### src/rtl/pdm_waveform_sequencer.sv
// ---------------------------------------------------------------------------
// pdm_waveform_sequencer
//
// Plays a writable waveform table into the mod_setpoint input of one
// pdm_modulator. The table index only moves on pdm_start_strobe, so the
// modulator never sees its setpoint change in the middle of a PDM period.
// Supports one-shot and looped playback, a programmable hold of
// cfg_hold+1 periods per sample, and abort.
//
// Ports:
//   clk, nrst          clock, asynchronous active-low reset
//   wr_en/addr/data    table write port (allowed in any state)
//   cfg_len            index of the last sample played (length-1)
//   cfg_hold           each sample is held cfg_hold+1 PDM periods
//   cfg_loop           1 = wrap to index 0 after the last sample
//   play / stop        start / abort pulses (stop wins)
//   pdm_start_strobe   one-cycle pulse at each PDM period start
//   mod_setpoint       registered setpoint to the modulator
//   sample_idx         index of the sample currently driven
//   running            high while armed or playing
//   done               one-cycle pulse when a one-shot finishes
// ---------------------------------------------------------------------------
module pdm_waveform_sequencer #(
    parameter int MOD_WIDTH  = 5,
    parameter int ADDR_WIDTH = 5,
    parameter int HOLD_WIDTH = 8
) (
    input  logic                  clk,
    input  logic                  nrst,
    input  logic                  wr_en,
    input  logic [ADDR_WIDTH-1:0] wr_addr,
    input  logic [MOD_WIDTH-1:0]  wr_data,
    input  logic [ADDR_WIDTH-1:0] cfg_len,
    input  logic [HOLD_WIDTH-1:0] cfg_hold,
    input  logic                  cfg_loop,
    input  logic                  play,
    input  logic                  stop,
    input  logic                  pdm_start_strobe,
    output logic [MOD_WIDTH-1:0]  mod_setpoint,
    output logic [ADDR_WIDTH-1:0] sample_idx,
    output logic                  running,
    output logic                  done
);

    localparam int DEPTH = 2 ** ADDR_WIDTH;

    typedef enum logic [1:0] {
        S_IDLE = 2'd0,
        S_ARM  = 2'd1,
        S_RUN  = 2'd2
    } state_t;

    state_t                  state;
    logic [MOD_WIDTH-1:0]    tbl [DEPTH];

    // Configuration captured at play; live cfg_* is ignored while running.
    logic [ADDR_WIDTH-1:0]   len_sh;
    logic [HOLD_WIDTH-1:0]   hold_sh;
    logic                    loop_sh;

    logic [HOLD_WIDTH-1:0]   hold_cnt;
    logic [ADDR_WIDTH-1:0]   next_idx;
    logic                    hold_done;
    logic                    last_sample;

    assign next_idx    = sample_idx + ADDR_WIDTH'(1);
    assign hold_done   = (hold_cnt == hold_sh);
    assign last_sample = (sample_idx == len_sh);

    // Table: no reset, synchronous write, combinational read. A fetch on the
    // same edge as a write to that address sees the old contents because the
    // read happens before the write's non-blocking update lands.
    always_ff @(posedge clk) begin
        if (wr_en)
            tbl[wr_addr] <= wr_data;
    end

    // Sequencer FSM. Priority per cycle: stop > strobe handling > play.
    always_ff @(posedge clk or negedge nrst) begin
        if (!nrst) begin
            state        <= S_IDLE;
            mod_setpoint <= '0;
            sample_idx   <= '0;
            running      <= 1'b0;
            done         <= 1'b0;
            hold_cnt     <= '0;
            len_sh       <= '0;
            hold_sh      <= '0;
            loop_sh      <= 1'b0;
        end else begin
            done <= 1'b0;
            if (stop && (state != S_IDLE)) begin
                // Abort: silent return to idle, no done pulse.
                state        <= S_IDLE;
                mod_setpoint <= '0;
                sample_idx   <= '0;
                running      <= 1'b0;
                hold_cnt     <= '0;
            end else begin
                case (state)
                    S_IDLE: begin
                        // stop in the same cycle as play keeps us idle.
                        if (play && !stop) begin
                            len_sh  <= cfg_len;
                            hold_sh <= cfg_hold;
                            loop_sh <= cfg_loop;
                            running <= 1'b1;
                            state   <= S_ARM;
                        end
                    end
                    S_ARM: begin
                        // First sample goes out aligned to a period start.
                        if (pdm_start_strobe) begin
                            state        <= S_RUN;
                            mod_setpoint <= tbl[0];
                            sample_idx   <= '0;
                            hold_cnt     <= '0;
                        end
                    end
                    S_RUN: begin
                        if (pdm_start_strobe) begin
                            if (!hold_done) begin
                                // hold_cnt stops at hold_sh, so it can't wrap.
                                hold_cnt <= hold_cnt + HOLD_WIDTH'(1);
                            end else if (!last_sample) begin
                                hold_cnt     <= '0;
                                sample_idx   <= next_idx;
                                mod_setpoint <= tbl[next_idx];
                            end else if (loop_sh) begin
                                hold_cnt     <= '0;
                                sample_idx   <= '0;
                                mod_setpoint <= tbl[0];
                            end else begin
                                state        <= S_IDLE;
                                hold_cnt     <= '0;
                                sample_idx   <= '0;
                                mod_setpoint <= '0;
                                running      <= 1'b0;
                                done         <= 1'b1;
                            end
                        end
                    end
                    default: begin
                        state        <= S_IDLE;
                        mod_setpoint <= '0;
                        sample_idx   <= '0;
                        running      <= 1'b0;
                        hold_cnt     <= '0;
                    end
                endcase
            end
        end
    end

endmodule

### config.mk
export PLATFORM = sky130hd
export DESIGN_NAME = pdm_waveform_sequencer
export DESIGN_NICKNAME = d
export VERILOG_FILES = /design/src/rtl/pdm_waveform_sequencer.sv
export SDC_FILE = /design/constraint.sdc
export NUM_CORES = 1
export LEC_CHECK = 0
export CAP_MARGIN = 0
export CORE_UTILIZATION = 55
export DETAILED_ROUTE_END_ITERATION = 10
export PLACE_DENSITY = 0.74
export SLEW_MARGIN = 30
export SYNTH_ARGS = -nofsm -noshare
export SYNTH_HDL_FRONTEND = slang
export SYNTH_SLANG_ARGS = --single-unit
export TNS_END_PERCENT = 5
### constraint.sdc
create_clock -name clk -period 6.47 [get_ports clk]
set_clock_uncertainty 0.2 [all_clocks]
set_input_delay 1.294 -clock clk [delete_from_list [all_inputs] [get_ports clk]]
set_output_delay 1.294 -clock clk [all_outputs]
set_load 0.01 [all_outputs]
# Word level (Yosys, flattened, before mapping)
# Memory sizes are Yosys's and may differ from the RTL's.
# Cells that the tools add are included.
[totals]
ff_bits = 36
ram_bits = 160
input_bits = 30
out_inout_bits = 12
elab_cells = 76
mem_count = 1
[memory_table]
columns = ["memory", "words", "width", "read_ports", "rd_clocked_by_memory_dff", "write_ports", "line_no", "source"]
rows = [
  ["tbl", 32, 5, 2, 0, 1, "54", "logic [MOD_WIDTH-1:0] tbl [DEPTH];"],
]
[op_classes]
add_sub_neg = 2
n_eq_ne = 12
muxes = 41
n_bitwise = 1
n_reduce_logical = 10
[ops]
columns = ["operator", "n"]
rows = [
  ["two-way mux 5 bit", 11],
  ["two-way mux 8 bit", 4],
  ["one-hot mux 5 bit (3 select lines)", 2],
  ["one-hot mux 8 bit (3 select lines)", 1],
  ["inequality test 3 bit, second input constant", 6],
  ["two-way mux 1 bit", 14],
  ["two-way mux 2 bit", 7],
  ["AND reduction 6 bit", 2],
  ["adder 8 x 1 -> 8 bit, second input constant", 1],
  ["== test 8 bit", 1],
  ["one-hot mux 2 bit (3 select lines)", 1],
  ["AND reduction 3 bit", 2],
  ["adder 5 x 1 -> 5 bit, second input constant", 1],
  ["== test 5 bit", 1],
  ["inequality test 2 bit, second input constant", 2],
  ["AND reduction 4 bit", 1],
  ["one-hot mux 1 bit (3 select lines)", 1],
  ["== test 2 x 1 -> 1 bit, second input constant", 1],
  ["== test 2 bit, second input constant", 1],
  ["logical AND 1 bit", 2],
  ["logical NOT 2 bit", 1],
  ["nonzero test 2 bit", 1],
  ["logical NOT 1 bit", 1],
  ["inverter 1 bit", 1],
]

# Logic depth before layout (Yosys ltp)
# An unclocked memory read counts as a cell.
[depth]
depth_word = 7
mapped_depth = 10

# Worst setup path before layout
# No wires, ideal clock.
[synth_path]
path_kind = "input to register"
start = "input port stop"
end = "register mod_setpoint[3]"
setup_time_ns = 0.096
arrival_time_ns = 2.438
path_slack_ns = 3.737
stages = 7
path_buffers = 1
path_cell_list = "nand2b_1 -> clkbuf_1 -> and4_1 -> nand3_1 -> a211oi_1 -> a22oi_1 -> o31ai_1"
[synth_via]
elab_chain_cells = 3
word_cells_on_any_way = 7
classes_between = "eq/ne (4); mux (1); reduce/logical (2)"
[synth_rtl]
columns = ["item", "line_no", "source"]
rows = [
  ["start: declaration", "37", "input logic stop,"],
  ["logical AND 1 bit *", "92", "if (stop && (state != S_IDLE)) begin"],
  ["inequality test 3 bit (no line) or inequality test 2 bit (tied branches)", "n/a", ""],
  ["AND reduction 4 bit (no line)", "n/a", ""],
  ["end signal: assignment", "115", "mod_setpoint <= tbl[0];"],
  ["end signal: assignment", "128", "mod_setpoint <= tbl[next_idx];"],
  ["end signal: assignment", "132", "mod_setpoint <= tbl[0];"],
  ["end: declaration", "39", "output logic [MOD_WIDTH-1:0] mod_setpoint,"],
]
# Mark *: on every way between the ends. The rest lies on a longest branch, timed or not.
# A chain may end at the register's enable or synchronous reset.

# Worst setup path after layout
[layout_path]
start = "register sample_idx[0]"
end = "register mod_setpoint[3]"
[layout_via]
elab_chain_cells = 7
word_cells_on_any_way = 8
classes_between = "add/sub (1); eq/ne (1); mux (5); memory (1)"
[layout_rtl]
columns = ["item", "line_no", "source"]
rows = [
  ["start: declaration", "40", "output logic [ADDR_WIDTH-1:0] sample_idx,"],
  ["start signal: assignment", "127", "sample_idx <= next_idx;"],
  ["adder 5 x 1 -> 5 bit", "66", "assign next_idx = sample_idx + ADDR_WIDTH'(1);"],
  ["memory read (32 x 5 bit)", "n/a", ""],
  ["two-way mux 5 bit *", "125", "end else if (!last_sample) begin"],
  ["two-way mux 5 bit *", "122", "if (!hold_done) begin"],
  ["two-way mux 5 bit *", "121", "if (pdm_start_strobe) begin"],
  ["one-hot mux 5 bit (3 select lines) *", "100", "case (state)"],
  ["two-way mux 5 bit *", "92", ""],
]
# Mark *: on every way between the ends. The rest lies on a longest branch, timed or not. The select of a mux whose other input is x is not followed.

==> results by group <==
Setup path
  – Critical path arrival: approximately 3.8 ns
  – Crit path launch type: flip-flop
  – CP endpoint kind: flip-flop
  – Setup slack, reg-to-reg: between 2 and 3 ns
  – Max FO, Critical Path: 41
  – Crit path required time: around 6.6 ns
  – RR Endpoint: mod_setpoint[3]
  – CP most frequent cell: buf_4
  – Worst path slowest cell: ha_1
  – R2R depth: 9
  – Crit path largest cell delay: 0.60 ns
  – Setup Crit Path Kind: flip-flop to flip-flop
  – CP cell instances: buf_4 -> ha_1 -> xor2_4 -> buf_4 -> nand2_1 -> a32o_1 -> a221oi_1 -> o22ai_1 -> o31ai_1
  – Reg2reg start: sample_idx[0]

Die
  – I/O pins: 42
  – # rows: 44
  – Core box area: approximately 15000 sq um
  – DIE WIDTH: around 130 um
  – DIE AREA: 15700 sq um
  – Die Height: about 130 um
  – Initial core utilization: between 50% and 60%

Synthesis
  – Top FF cell, synth: edfxtp_1
  – Syn_area_per_cell: 15.5 sq um
  – Synth top area share: ~57%
  – Post-synth EDFFs: 160
  – Most numerous cell in the Yosys netlist: edfxtp_1
  – Cells after Synth: 541
  – Register area share after synthesis: 68.2%
  – Post-synth cell types: 54
  – Synthesized flop and latch total: a little under 200
  – Synth top cells by count: edfxtp_1 (160), nand2_1 (56), nor2_1 (48)
  – Area leader, netlist: edfxtp_1
  – Ys async rst share: 18.4%
  – Synth top area cells: edfxtp_1 (57%), dfrtp_1 (11%), mux4_2 (8.1%)
  – Syn_nets: about 580
  – Synthesized cell area: around 8400 sq um
  – YS warnings: 0

Timing
  – Slew @ Worst Pin: around 0.8 ns
  – Post-route worst setup slack: roughly 2.9 ns
  – Final Critical Period: 3.60 ns
  – RSZ-0062 raised after global routing: no
  – Final setup viols: 0
  – Worst hold margin: 0.335 ns
  – Tcrit/Tclk final: between 50% and 60%
  – Slew HR: 46.3%
  – F_max: 278 MHz
  – Max-slew violation count: 0
  – Final setup TNS: 0 ns
  – Final Hold Fails: 0

Final layout
  – Layout filler cell count: 1024
  – FF+latch area: 5710 sq um
  – Antenna Cells: 0
  – Area occupied by multi-input gates: between 2000 and 3000 sq um
  – Layout net count: 620
  – Area grow syn2layout: 13.1%
  – Fraction of layout cells with a size suffix above 1: about 16%

Min path
  – Worst hold start: hold_sh[1]
  – Worst min path class: flip-flop to flip-flop
  – Hold Crit Depth: 1
  – Worst Hold Path EP: hold_sh[1]

Clocking
  – Hold-fix buffers, CTS: 0
  – Maximum buffer depth of the clock tree: 2
  – Clock slew at reported path FFs: roughly 0.070 ns
  – Root Buffer Master: clkbuf_16
  – CTS H-Tree Depth: 4
  – Post CTS Setup Buffer Count: 0
  – CTS resizes: 0
  – CTS tree: yes
  – Num CTS Buffers: 17
  – Clk sinks: around 200
  – Clock latency on the worst-skew pair: ~0.43 ns

Global route
  – First-pass GRT wire length: ~27 mm
  – Initial antenna violation count: 0
  – Vias in the first global route: between 4000 and 5000
  – Total track usage: a little under a quarter
  – GR Overflow Total: 0
  – Largest net degree at the start of global routing: 42

Drt
  – Average wire per standard cell: about 22 um
  – Via count: 4805
  – Total routed wirelength: approximately 17 mm
  – Vias per cell: around 6
  – Initial drt markers: 573
  – Post-route DRC violation count: 5
  – Routed Antenna Nets: 0
  – Drt pass-1 iters: 8

Power
  – Psw: between 0.0009 and 0.001 W
  – Clock power frac: just over 30%
  – Cell Pwr Density: between 300 and 400 nW/um^2
  – Cell internal pwr: 0.00229 W
  – Pleak: 3.24 nW
  – Combinational fraction of design power: 23.1%
  – Power share of the sequential group: 46.1%
  – Sw Share: 29.3%
  – Worst VDD drop: 0.200 mV

Run status
  – Status: finished with violations
  – Failing checks: design-rule violations

Placement
  – Final Wtd Congestion: ~0.84
  – Number of port buffers: 41
  – Pre-CTS worst setup slack: 2.63 ns
  – Post-DP HPWL: roughly 11 mm

Job
  – Max-capacitance violation count: 0
layer usage:
layer / GRT usage, % / part of all wire, % / up-vias
met5: 0 / 0 / -
met4: 8.54 / 1.6 / 0
met3: 5.52 / 6.9 / 19
met2: 37.9 / 50 / 204
met1: 30.4 / 41 / 2424
li1: - / - / 2158
power groups by stage:
stage | combinational (W) | clock [W] | sequential (W)
detailed placement | 0.000751 | 0 | 0.00152
floorplan | 0.000560 | 0 | 0.00151
global placement | 0.000733 | 0 | 0.00152
global route | 0.000820 | 0.00105 | 0.00150
finish | 0.000750 | 0.000997 | 0.00150
CTS | 0.000757 | 0.000998 | 0.00150
per-stage QoR:
step / instances / instance area (sq um) / utilization (%) / total power (W)
global placement: 749 / 8920 / 60.7 / 0.00225
finish: 781 / 9460 / 64.4 / 0.00324
CTS: 781 / 9450 / 64.3 / 0.00325
global route: 781 / 9460 / 64.4 / 0.00337
floorplan: 541 / 8370 / - / 0.00207
detailed placement: 749 / 8890 / 60.5 / 0.00227
cells in the final DEF, fill, tap and decap left out, types with 7 or more instances in the layout:
cell type and instances:
xor2_1 15, mux2_2 14, mux4_2 30, nor2b_1 8, inv_1 9, edfxtp_1 160
o21ai_0 7, clkbuf_16 17, o22ai_1 7, dfrtp_1 35, o31ai_1 7, mux2i_1 15
nand3b_1 7, nand2_1 56, nor2_1 48, nand3_1 24, clkdlybuf4s50_1 35
cell type report:
| class | instances | share of cell area, % |
|---|---|---|
| Tap cell | 184 | 2.43 |
| Clock buffer | 19 | 4.58 |
| Multi-Input combinational cell | 315 | 26.7 |
| Clock inverter | 13 | 1.30 |
| Inverter | 10 | 0.397 |
| Timing Repair Buffer | 44 | 4.26 |
| Sequential cell | 196 | 60.3 |
sequential cells by signal, summed over array words and instances (netlist names):
register      count
len_sh            5
hold_sh           8
running           1
tbl             160
hold_cnt          8
state             2
sample_idx        5
mod_setpoint      5
loop_sh           1
done              1
cells by family after synthesis:
group | after synthesis | share of synthesized area (%)
AOI/OAI and AO/OA | 56 | 5.11
and+or+nand+nor | 172 | 9.74
DFF | 196 | 68.2
adders and majority gates | 6 | 0.897
xor gates and xnor gates | 22 | 2.57
buffers and inverters | 30 | 1.73
muxes | 59 | 11.8
worst max-delay path by stage:
stage / endpoint / startpoint / depth (start not counted) / slack [ns]
6_report: mod_setpoint[3] / sample_idx[0] / 9 / 2.87
5_1_grt: mod_setpoint[3] / sample_idx[0] / 9 / 2.67
4_1_cts: mod_setpoint[3] / sample_idx[0] / 9 / 2.60
3_5_place_dp: mod_setpoint[3] / sample_idx[0] / 9 / 2.63
3_3_place_gp: mod_setpoint[3] / sample_idx[0] / 9 / 2.76
2_1_floorplan: mod_setpoint[3] / stop / 7 / 3.74
critical path, delay by kind of cell (launching register included):
| family | cells | cell delay, ns |
|---|---|---|
| AO/OA/AOI/OAI | 4 | 0.86 |
| XOR/XNOR | 1 | 0.55 |
| adder cells (fa/ha/maj) | 1 | 0.60 |
| buffers and inverters | 2 | 0.87 |
| flip-flops | 1 | 0.34 |
| AND/OR/NAND/NOR | 1 | 0.08 |
(Power assumes the default switching activity.)
